===== config.mk =====
export PLATFORM = sky130hd
export DESIGN_NAME = ili_spi_tx_flat
export DESIGN_NICKNAME = d
export VERILOG_FILES = /design/src/rtl/ili_spi_if.sv /design/src/rtl/ili_spi_tx.sv /design/src/flat_wrapper.sv
export SDC_FILE = /design/constraint.sdc
export NUM_CORES = 1
export LEC_CHECK = 0
export CAP_MARGIN = 5
export CORE_MARGIN = 5
export CORE_UTILIZATION = 45
export DETAILED_ROUTE_END_ITERATION = 10
export PLACE_DENSITY = 0.66
export SYNTH_ARGS = -nofsm -noshare
export SYNTH_HDL_FRONTEND = slang
export SYNTH_SLANG_ARGS = --single-unit

===== constraint.sdc =====
create_clock -name clk -period 2.4 [get_ports clk]
set_input_delay 0.48 -clock clk [delete_from_list [all_inputs] [get_ports clk]]
set_output_delay 0.48 -clock clk [all_outputs]
set_load 0.02 [all_outputs]

===== src/rtl/ili_spi_if.sv =====
// Byte handshake between the ILI9341 init/pixel controllers and the SPI
// transmitter. A controller presents data/dc with send. The byte is taken
// on a clock edge where send and ready are both high.
interface ili_spi_if #(
    parameter int DW = 8
);
    logic [DW-1:0] data;
    logic          dc;
    logic          send;
    logic          ready;
    logic          busy;
    logic          byte_done;

    modport master (
        output data,
        output dc,
        output send,
        input  ready,
        input  busy,
        input  byte_done
    );

    modport slave (
        input  data,
        input  dc,
        input  send,
        output ready,
        output busy,
        output byte_done
    );
endinterface


===== src/rtl/ili_spi_tx.sv =====
// ILI9341 4-wire SPI transmitter (mode 0, MSB first).
// Each accepted byte carries its own D/C flag. A one-deep holding buffer
// lets the next byte chain onto the current one with CS held low. After the
// last byte of a frame, CS stays low for one half-period. It then stays high
// for CS_GAP cycles before the next byte is accepted.
// Every output is a flop. Its next value comes from the same next-state
// logic that drives the FSM, so outputs line up with the state they
// describe.
module ili_spi_tx #(
    parameter int DW      = 8,
    parameter int CLK_DIV = 2,
    parameter int CS_GAP  = 4
) (
    input  logic      clk,
    input  logic      rst,
    ili_spi_if.slave  bus,
    output logic      spi_cs,
    output logic      spi_sck,
    output logic      spi_mosi,
    output logic      spi_dc
);

    localparam int HW   = (CLK_DIV > 1) ? $clog2(CLK_DIV) : 1;
    localparam int BW   = (DW > 1) ? $clog2(DW) : 1;
    localparam int GMAX = (CLK_DIV > CS_GAP) ? CLK_DIV : CS_GAP;
    localparam int GW   = (GMAX > 1) ? $clog2(GMAX) : 1;

    localparam logic [HW-1:0] H_LAST    = HW'(CLK_DIV - 1);
    localparam logic [BW-1:0] B_LAST    = BW'(DW - 1);
    localparam logic [GW-1:0] HOLD_LAST = GW'(CLK_DIV - 1);
    localparam logic [GW-1:0] GAP_LAST  = GW'(CS_GAP - 1);

    typedef enum logic [1:0] {
        ST_IDLE  = 2'd0,
        ST_SHIFT = 2'd1,
        ST_HOLD  = 2'd2,
        ST_GAP   = 2'd3
    } state_t;

    state_t        state_r,     state_nx_s;
    logic [HW-1:0] hcnt_r,      hcnt_nx_s;
    logic [BW-1:0] bcnt_r,      bcnt_nx_s;
    logic [GW-1:0] gcnt_r,      gcnt_nx_s;
    logic [DW-1:0] shreg_r,     shreg_nx_s;
    logic [DW-1:0] buf_data_r,  buf_data_nx_s;
    logic          buf_dc_r,    buf_dc_nx_s;
    logic          buf_valid_r, buf_valid_nx_s;
    logic          cs_r,        cs_nx_s;
    logic          sck_r,       sck_nx_s;
    logic          mosi_r,      mosi_nx_s;
    logic          dc_r,        dc_nx_s;
    logic          ready_r,     ready_nx_s;
    logic          busy_r,      busy_nx_s;
    logic          bdone_r,     bdone_nx_s;

    logic          accept_s;
    logic [DW-1:0] shifted_s;

    assign accept_s  = bus.send & ready_r;
    assign shifted_s = shreg_r << 1;

    assign bus.ready     = ready_r;
    assign bus.busy      = busy_r;
    assign bus.byte_done = bdone_r;
    assign spi_cs        = cs_r;
    assign spi_sck       = sck_r;
    assign spi_mosi      = mosi_r;
    assign spi_dc        = dc_r;

    // Next-state, datapath and output look-ahead for the frame sequencer.
    always_comb begin
        state_nx_s     = state_r;
        hcnt_nx_s      = hcnt_r;
        bcnt_nx_s      = bcnt_r;
        gcnt_nx_s      = gcnt_r;
        shreg_nx_s     = shreg_r;
        buf_data_nx_s  = buf_data_r;
        buf_dc_nx_s    = buf_dc_r;
        buf_valid_nx_s = buf_valid_r;
        cs_nx_s        = cs_r;
        sck_nx_s       = sck_r;
        mosi_nx_s      = mosi_r;
        dc_nx_s        = dc_r;

        case (state_r)
            ST_IDLE: begin
                cs_nx_s   = 1'b1;
                sck_nx_s  = 1'b0;
                mosi_nx_s = 1'b0;
                hcnt_nx_s = '0;
                bcnt_nx_s = '0;
                gcnt_nx_s = '0;
                if (accept_s) begin
                    state_nx_s = ST_SHIFT;
                    shreg_nx_s = bus.data;
                    dc_nx_s    = bus.dc;
                    cs_nx_s    = 1'b0;
                    mosi_nx_s  = bus.data[DW-1];
                end else begin
                    state_nx_s = ST_IDLE;
                end
            end

            ST_SHIFT: begin
                // ready is low while the buffer is full, so a write here never overwrites
                if (accept_s) begin
                    buf_valid_nx_s = 1'b1;
                    buf_data_nx_s  = bus.data;
                    buf_dc_nx_s    = bus.dc;
                end else begin
                    buf_valid_nx_s = buf_valid_r;
                end

                if (hcnt_r != H_LAST) begin
                    hcnt_nx_s = hcnt_r + HW'(1);
                end else begin
                    hcnt_nx_s = '0;
                    if (!sck_r) begin
                        sck_nx_s = 1'b1;
                    end else if (bcnt_r != B_LAST) begin
                        sck_nx_s   = 1'b0;
                        bcnt_nx_s  = bcnt_r + BW'(1);
                        shreg_nx_s = shifted_s;
                        mosi_nx_s  = shifted_s[DW-1];
                    end else if (buf_valid_r) begin
                        // byte boundary: chain the buffered byte, CS stays low
                        sck_nx_s       = 1'b0;
                        bcnt_nx_s      = '0;
                        shreg_nx_s     = buf_data_r;
                        mosi_nx_s      = buf_data_r[DW-1];
                        dc_nx_s        = buf_dc_r;
                        buf_valid_nx_s = 1'b0;
                    end else if (accept_s) begin
                        // byte boundary: a byte offered right now bypasses the buffer
                        sck_nx_s       = 1'b0;
                        bcnt_nx_s      = '0;
                        shreg_nx_s     = bus.data;
                        mosi_nx_s      = bus.data[DW-1];
                        dc_nx_s        = bus.dc;
                        buf_valid_nx_s = 1'b0;
                    end else begin
                        state_nx_s = ST_HOLD;
                        sck_nx_s   = 1'b0;
                        gcnt_nx_s  = '0;
                    end
                end
            end

            ST_HOLD: begin
                sck_nx_s = 1'b0;
                if (gcnt_r == HOLD_LAST) begin
                    state_nx_s = ST_GAP;
                    cs_nx_s    = 1'b1;
                    mosi_nx_s  = 1'b0;
                    gcnt_nx_s  = '0;
                end else begin
                    gcnt_nx_s = gcnt_r + GW'(1);
                end
            end

            ST_GAP: begin
                cs_nx_s   = 1'b1;
                sck_nx_s  = 1'b0;
                mosi_nx_s = 1'b0;
                if (gcnt_r == GAP_LAST) begin
                    state_nx_s = ST_IDLE;
                    gcnt_nx_s  = '0;
                end else begin
                    gcnt_nx_s = gcnt_r + GW'(1);
                end
            end

            default: begin
                state_nx_s     = ST_IDLE;
                cs_nx_s        = 1'b1;
                sck_nx_s       = 1'b0;
                mosi_nx_s      = 1'b0;
                buf_valid_nx_s = 1'b0;
            end
        endcase

        ready_nx_s = (state_nx_s == ST_IDLE) ||
                     ((state_nx_s == ST_SHIFT) && !buf_valid_nx_s);
        busy_nx_s  = (state_nx_s != ST_IDLE);
        bdone_nx_s = (state_nx_s == ST_SHIFT) && sck_nx_s &&
                     (hcnt_nx_s == H_LAST) && (bcnt_nx_s == B_LAST);
    end

    // State, datapath and output registers; reset aborts any byte in flight.
    always_ff @(posedge clk) begin
        if (rst) begin
            state_r     <= ST_IDLE;
            hcnt_r      <= '0;
            bcnt_r      <= '0;
            gcnt_r      <= '0;
            shreg_r     <= '0;
            buf_data_r  <= '0;
            buf_dc_r    <= 1'b0;
            buf_valid_r <= 1'b0;
            cs_r        <= 1'b1;
            sck_r       <= 1'b0;
            mosi_r      <= 1'b0;
            dc_r        <= 1'b1;
            ready_r     <= 1'b1;
            busy_r      <= 1'b0;
            bdone_r     <= 1'b0;
        end else begin
            state_r     <= state_nx_s;
            hcnt_r      <= hcnt_nx_s;
            bcnt_r      <= bcnt_nx_s;
            gcnt_r      <= gcnt_nx_s;
            shreg_r     <= shreg_nx_s;
            buf_data_r  <= buf_data_nx_s;
            buf_dc_r    <= buf_dc_nx_s;
            buf_valid_r <= buf_valid_nx_s;
            cs_r        <= cs_nx_s;
            sck_r       <= sck_nx_s;
            mosi_r      <= mosi_nx_s;
            dc_r        <= dc_nx_s;
            ready_r     <= ready_nx_s;
            busy_r      <= busy_nx_s;
            bdone_r     <= bdone_nx_s;
        end
    end

endmodule


===== src/flat_wrapper.sv =====
// flat-port wrapper written by rule: the top's interface ports become plain ports
module ili_spi_tx_flat 
#(
    parameter int DW      = 8,
    parameter int CLK_DIV = 2,
    parameter int CS_GAP  = 4
)
  (clk, rst, spi_cs, spi_sck, spi_mosi, spi_dc, bus_data, bus_dc, bus_send, bus_ready, bus_busy, bus_byte_done);
  ili_spi_if #(.DW(DW)) bus_i ();
  input  logic clk;
  input  logic rst;
  output logic spi_cs;
  output logic spi_sck;
  output logic spi_mosi;
  output logic spi_dc;
  input wire logic [$bits(bus_i.data)-1:0] bus_data;
  input wire logic [$bits(bus_i.dc)-1:0] bus_dc;
  input wire logic [$bits(bus_i.send)-1:0] bus_send;
  output wire logic [$bits(bus_i.ready)-1:0] bus_ready;
  output wire logic [$bits(bus_i.busy)-1:0] bus_busy;
  output wire logic [$bits(bus_i.byte_done)-1:0] bus_byte_done;
  assign bus_i.data = bus_data;
  assign bus_i.dc = bus_dc;
  assign bus_i.send = bus_send;
  assign bus_ready = bus_i.ready;
  assign bus_busy = bus_i.busy;
  assign bus_byte_done = bus_i.byte_done;
  ili_spi_tx #(.DW(DW), .CLK_DIV(CLK_DIV), .CS_GAP(CS_GAP)) u_core (.clk(clk), .rst(rst), .bus(bus_i), .spi_cs(spi_cs), .spi_sck(spi_sck), .spi_mosi(spi_mosi), .spi_dc(spi_dc));
endmodule

# Word-level counts from Yosys, hierarchy flattened
# Cells that the tools add are included.
# op_classes
add_sub_neg	3
mul	0
div_mod_pow	0
n_lt_le_gt_ge	0
eq_ne	15
shifts	0
n_mux	58
n_bitwise	1
n_reduce_logical	18
# ops
cell	count
2-to-1 mux 8 bit	5
2-to-1 mux 2 bit	14
2-to-1 mux 1 bit	25
case mux 2 bit (4 select lines)	2
case mux 8 bit (2 select lines)	1
2-to-1 mux 3 bit	5
AND reduction 4 bit	2
equality test 2 x 1 -> 1 bit (second input constant)	3
equality test 2 bit (second input constant)	3
!= test 2 x 1 -> 1 bit (second input constant)	3
!= test 2 bit (second input constant)	3
case mux 1 bit (2 select lines)	3
case mux 3 bit (2 select lines)	1
AND reduction 5 bit	1
logical AND 1 bit	4
logical NOT 2 bit	2
!= test 4 x 1 -> 1 bit (second input constant)	1
case mux 1 bit (4 select lines)	1
AND reduction 2 bit	2
nonzero test 2 bit	2
adder 3 x 1 -> 3 bit (second input constant)	1
equality test 3 bit (second input constant)	1
!= test 3 bit (second input constant)	1
case mux 1 bit (3 select lines)	1
other kinds (8)	8
# totals
register_bits	33
latchBits	0
ram_bits	0
rom_bits	0
inputBits	12
output_inout_bits	7
elab_cells	110
n_memories	0

# Logic depth before layout (Yosys ltp)
# logic_depth
word_depth	11
depth_mapped	7

# Least setup slack after synthesis
# Ideal clock, no wire load.
# synth_timing
kind	register to register
startpoint	register u_core.bcnt_r[0]
endpoint	register u_core.ready_r (netlist: u_core.bus.ready)
arrival_ns	1.482
t_required_ns	2.276
slack_ns	0.793
path_stages_with_launch	8
period_less_slack_ns	1.607
path_cell_list	dfxtp_1 -> ha_1 -> ha_1 -> nand2b_1 -> buf_2 -> or4_4 -> a21oi_4 -> a21oi_2
# synth_between
elab_chain_len	8
word_cells_on_any_way	14
# synth_rtl
element	line	text
from (decl)	ili_spi_tx.sv:42	logic [BW-1:0] bcnt_r, bcnt_nx_s;
from (signal assigned)	ili_spi_tx.sv:210	bcnt_r <= bcnt_nx_s;
!= test 3 bit (*)	ili_spi_tx.sv:120	end else if (bcnt_r != B_LAST) begin
2-to-1 mux 2 bit / 2-to-1 mux 1 bit (equally long branches)	ili_spi_tx.sv:120	
2-to-1 mux 2 bit / 2-to-1 mux 1 bit (equally long branches)	ili_spi_tx.sv:118	if (!sck_r) begin
2-to-1 mux 2 bit / 2-to-1 mux 1 bit (equally long branches)	ili_spi_tx.sv:114	if (hcnt_r != H_LAST) begin
case mux 2 bit (4 select lines) / 2-to-1 mux 1 bit (equally long branches)	ili_spi_tx.sv:85	case (state_r)
equality test 2 x 1 -> 1 bit / logical NOT 1 bit (equally long branches)	ili_spi_tx.sv:183	((state_nx_s == ST_SHIFT) && !buf_valid_nx_s);
logical AND 1 bit	ili_spi_tx.sv:183	
logical OR 1 bit (*)	ili_spi_tx.sv:182	ready_nx_s = (state_nx_s == ST_IDLE) ||
to (signal assigned)	ili_spi_tx.sv:220	ready_r <= ready_nx_s;
to (decl)	ili_spi_tx.sv:52	logic ready_r, ready_nx_s;
# Every way passes the cells marked *; elsewhere a longest branch is shown, timed or not.
# A chain may end at the register's enable or synchronous reset.

# Worst setup path in the final report
# layout_timing
startpoint	register u_core.state_r[0]
endpoint	register u_core.shreg_r[1]
# layout_between
elab_chain_len	3
word_cells_on_any_way	7
# layout_rtl
element	line	text
from (decl)	ili_spi_tx.sv:40	state_t state_r, state_nx_s;
from (signal assigned)	ili_spi_tx.sv:208	state_r <= state_nx_s;
equality test 2 x 1 -> 1 bit / logical NOT 2 bit (equally long branches)	ili_spi_tx.sv:85	
!= test 2 x 1 -> 1 bit (no source line) / nonzero test 2 bit (equally long branches)	n/a	
AND reduction 3 bit (no source line)	n/a	
to (signal assigned)	ili_spi_tx.sv:212	shreg_r <= shreg_nx_s;
to (decl)	ili_spi_tx.sv:44	logic [DW-1:0] shreg_r, shreg_nx_s;
# Parallel ways exist; a longest one is shown, timed or not.

==> impl_metrics.ini <==
[floorplanning]
die_y_um = 71.63
rows = 22
dieArea_mm2 = 0.005131
initial_core_util_pct = 46.68
die_w_um = 71.63
io_pins = 19
core_mm2 = 0.003661

[worst_setup_path]
cp.buffers_inverters = 0
arrival_ns = 2.13
reg2reg_depth = 4
end_kind = flop
slowest_delay_ns = 0.73
cp_slowest_cell = dfxtp_1
r2r_end = u_core.shreg_r[1]$_SDFFE_PP0P_
timing.rr.start = u_core.state_r[0]$_SDFF_PP0_
crit_family = simple AND/OR/NAND/NOR gates
critPathLaunchType = flop
cp_max_fo = 18
worst-r2r-setup-slack_ns = 0.42
critPathKind = flop to flop
critPathRequiredTime_ns = 2.55
cp_cell_sequence = nor2b_4 > nand2_1 > a21oi_1 > o32ai_1
startpoint = u_core.state_r[0]$_SDFF_PP0_

[global_routing]
grt_pass1_wl_mm = 7.079
overflow = 0
antenna_found_initial = 0
grt_pass1_vias = 1535
grt_usage_pct = 17.08
grt_max_degree = 34

[sta]
fin_crit_sh_pct = 82.43
maxSlewViolCount = 0
setup_tns_ns = 0
hold_viol = 0
holdWs_ns = 0.4568
slew_headroom_pct = 53.84
worst_slew_pin_slew_ns = 0.6915
grt_setup_unrepaired = no
setup_viol = 0
period_minus_slack_ns = 1.978
skew_ns = 0.002999
fmax_mhz = 505.5

[layout]
final_nets = 239
final_common_cell = dfxtp_1
area_growth_pct = 16.25
final_cell_mix = dfxtp_1, nand2_1, a21oi_1
antenna_cells = 0
drive_gt1_share_pct = 9.865

[yosys]
synth_nets = 224
synth-seq-area-share_pct = 37.48
synth_edf_count = 0
yosysWarnings = 0
synthArstFlopShare_pct = 0
synth.distinct_cells = 47
netlist_area_mm2 = 0.001709
syn_inst = 207
ys_ff_latch = 32
synth.avg_cell_area_um2 = 8.257
synth-main-ff-cell = dfxtp_1

[clock_network]
postCtsHoldBufs = 0
cts-root-buf = clkbuf_8
clock-sinks = 32
clkLatencyLatePin_ns = 0.28
cts_setup_buffers = 0
cts_tree = built
clk_pin_slew_ns = 0.07
cts_buffers = 5
cts_buffer_depth = 2
cts_resized = 0
htree_levels = 2

[place]
dp_hpwl_mm = 2.630
gp_congestion = 0.8290
port_buffers = 18

[power_and_ir_drop]
p_sw_share_pct = 26.70
clkPwrFrac_pct = 35.3
power.leakage_uw = 0.0006859
p_switching_uw = 322.4
power_density_mw_per_mm2 = 607.6
seqPwrFrac_pct = 48.7
ir_drop_uv = 326.9
internal_power_uw = 884.8
p_comb_share_pct = 16.0

[route]
vias = 1541
firstDrtPassIters = 4
drc_errors = 0
drt-total-wl_mm = 3.948
drt-initial-drc-count = 85
avgViaCountPerCell = 5.686
wl_per_cell_um = 14.57
drtAntennaViolNets = 0

[job]
maxCapViolations = 0

[outcome]
outcome = finished clean

[worst_hold_path]
whs_endpoint = u_core.buf_data_r[5]$_SDFFE_PP0P_
min_path_type = flop to flop
min_path_cells = 2
min_from = u_core.buf_data_r[5]$_SDFFE_PP0P_
through the flow:
stage	instances	total power, µW	worst slack, ns	cell area (µm²)	utilization [%]
2_1_floorplan	207	730.9	0.7932	1709	-
5_1_grt	271	1257	0.2715	1987	54.27
3_5_place_dp	263	791.7	0.3543	1897	51.81
6_report	271	1207	0.4216	1987	54.27
4_1_cts	271	1214	0.4364	1987	54.27
3_3_place_gp	263	787.3	0.3724	1897	51.81
final cells by class:
cell class              count  area (µm²)
fillers                   360        1674
clock buffers               8       90.09
inverters                   7       26.28
well taps                  48       60.06
multi-input cells         152       944.7
flip-flops and latches     32       640.6
repair buffers             24       225.2
worst max-delay path by stage:
stage,to,slack [ns],depth (start not counted)
final,u_core.shreg_r[1]$_SDFFE_PP0P_,0.42,4
after global placement,u_core.bus.ready$_SDFF_PP1_,0.37,5
after floorplan,u_core.bus.ready$_SDFF_PP1_,0.79,7
after global routing,u_core.shreg_r[0]$_SDFFE_PP0P_,0.27,4
after detailed placement,u_core.bus.ready$_SDFF_PP1_,0.35,5
after CTS,u_core.shreg_r[6]$_SDFFE_PP0P_,0.44,4
per-layer routing:
metal | wire length, µm | up-vias | global-route usage (%)
li1 | - | 778 | -
met1 | 1968 | 730 | 22.56
met2 | 1781 | 29 | 27.65
met3 | 144 | 4 | 3.647
met4 | 53 | 0 | 5.637
met5 | 0 | - | 0
cells in the mapped netlist (3+ instances only):
cell type | number | area, µm²
a21oi_1 | 21 | 105.1
buf_6 | 4 | 45.04
a211oi_1 | 4 | 30.03
nand4b_1 | 3 | 26.28
o21ai_0 | 5 | 25.02
nor4_1 | 3 | 18.77
clkbuf_1 | 4 | 15.01
nor3_1 | 10 | 50.05
inv_1 | 7 | 26.28
nor2_1 | 14 | 52.55
buf_2 | 6 | 30.03
nand3_1 | 9 | 45.04
o32ai_1 | 3 | 26.28
a31oi_1 | 3 | 18.77
nand2_1 | 25 | 93.84
dfxtp_1 | 32 | 640.6
nand2b_1 | 10 | 62.56
a2bb2oi_1 | 4 | 35.03
ha_1 | 5 | 62.56
worst register-to-register path, stage by stage, from the launching register on:
cell,delay [ns]
dfxtp_1,0.73
nor2b_4,0.52
nand2_1,0.23
a21oi_1,0.27
o32ai_1,0.11
flip-flops by register name, indices dropped and copies added, names as in the netlist:
| register | count |
|---|---|
| u_core.state_r | 2 |
| u_core.bcnt_r | 3 |
| u_core.spi_sck | 1 |
| u_core.hcnt_r | 1 |
| u_core.buf_dc_r | 1 |
| u_core.spi_cs | 1 |
| u_core.buf_data_r | 8 |
| u_core.spi_mosi | 1 |
| u_core.bus.byte_done | 1 |
| u_core.bus.ready | 1 |
| u_core.gcnt_r | 2 |
| u_core.spi_dc | 1 |
| u_core.shreg_r | 7 |
| u_core.bus.busy | 1 |
| u_core.buf_valid_r | 1 |
power groups by stage:
stage               Clock (µW)  Sequential (µW)  Combinational (µW)
floorplan                    0              595                 136
global placement             0              598                 189
detailed placement           0              599                 193
CTS                        433              587                 194
global route               449              592                 215
finish                     426              587                 193
cells by family after synthesis:
family / share of synthesized area [%]
mux: 1.318
buf+inv: 7.248
flops: 37.48
compound gates: 23.06
xor+xnor: 0.5125
simple gates: 26.72
fa+ha+maj: 3.660
Power figures use the tool's default switching activity.
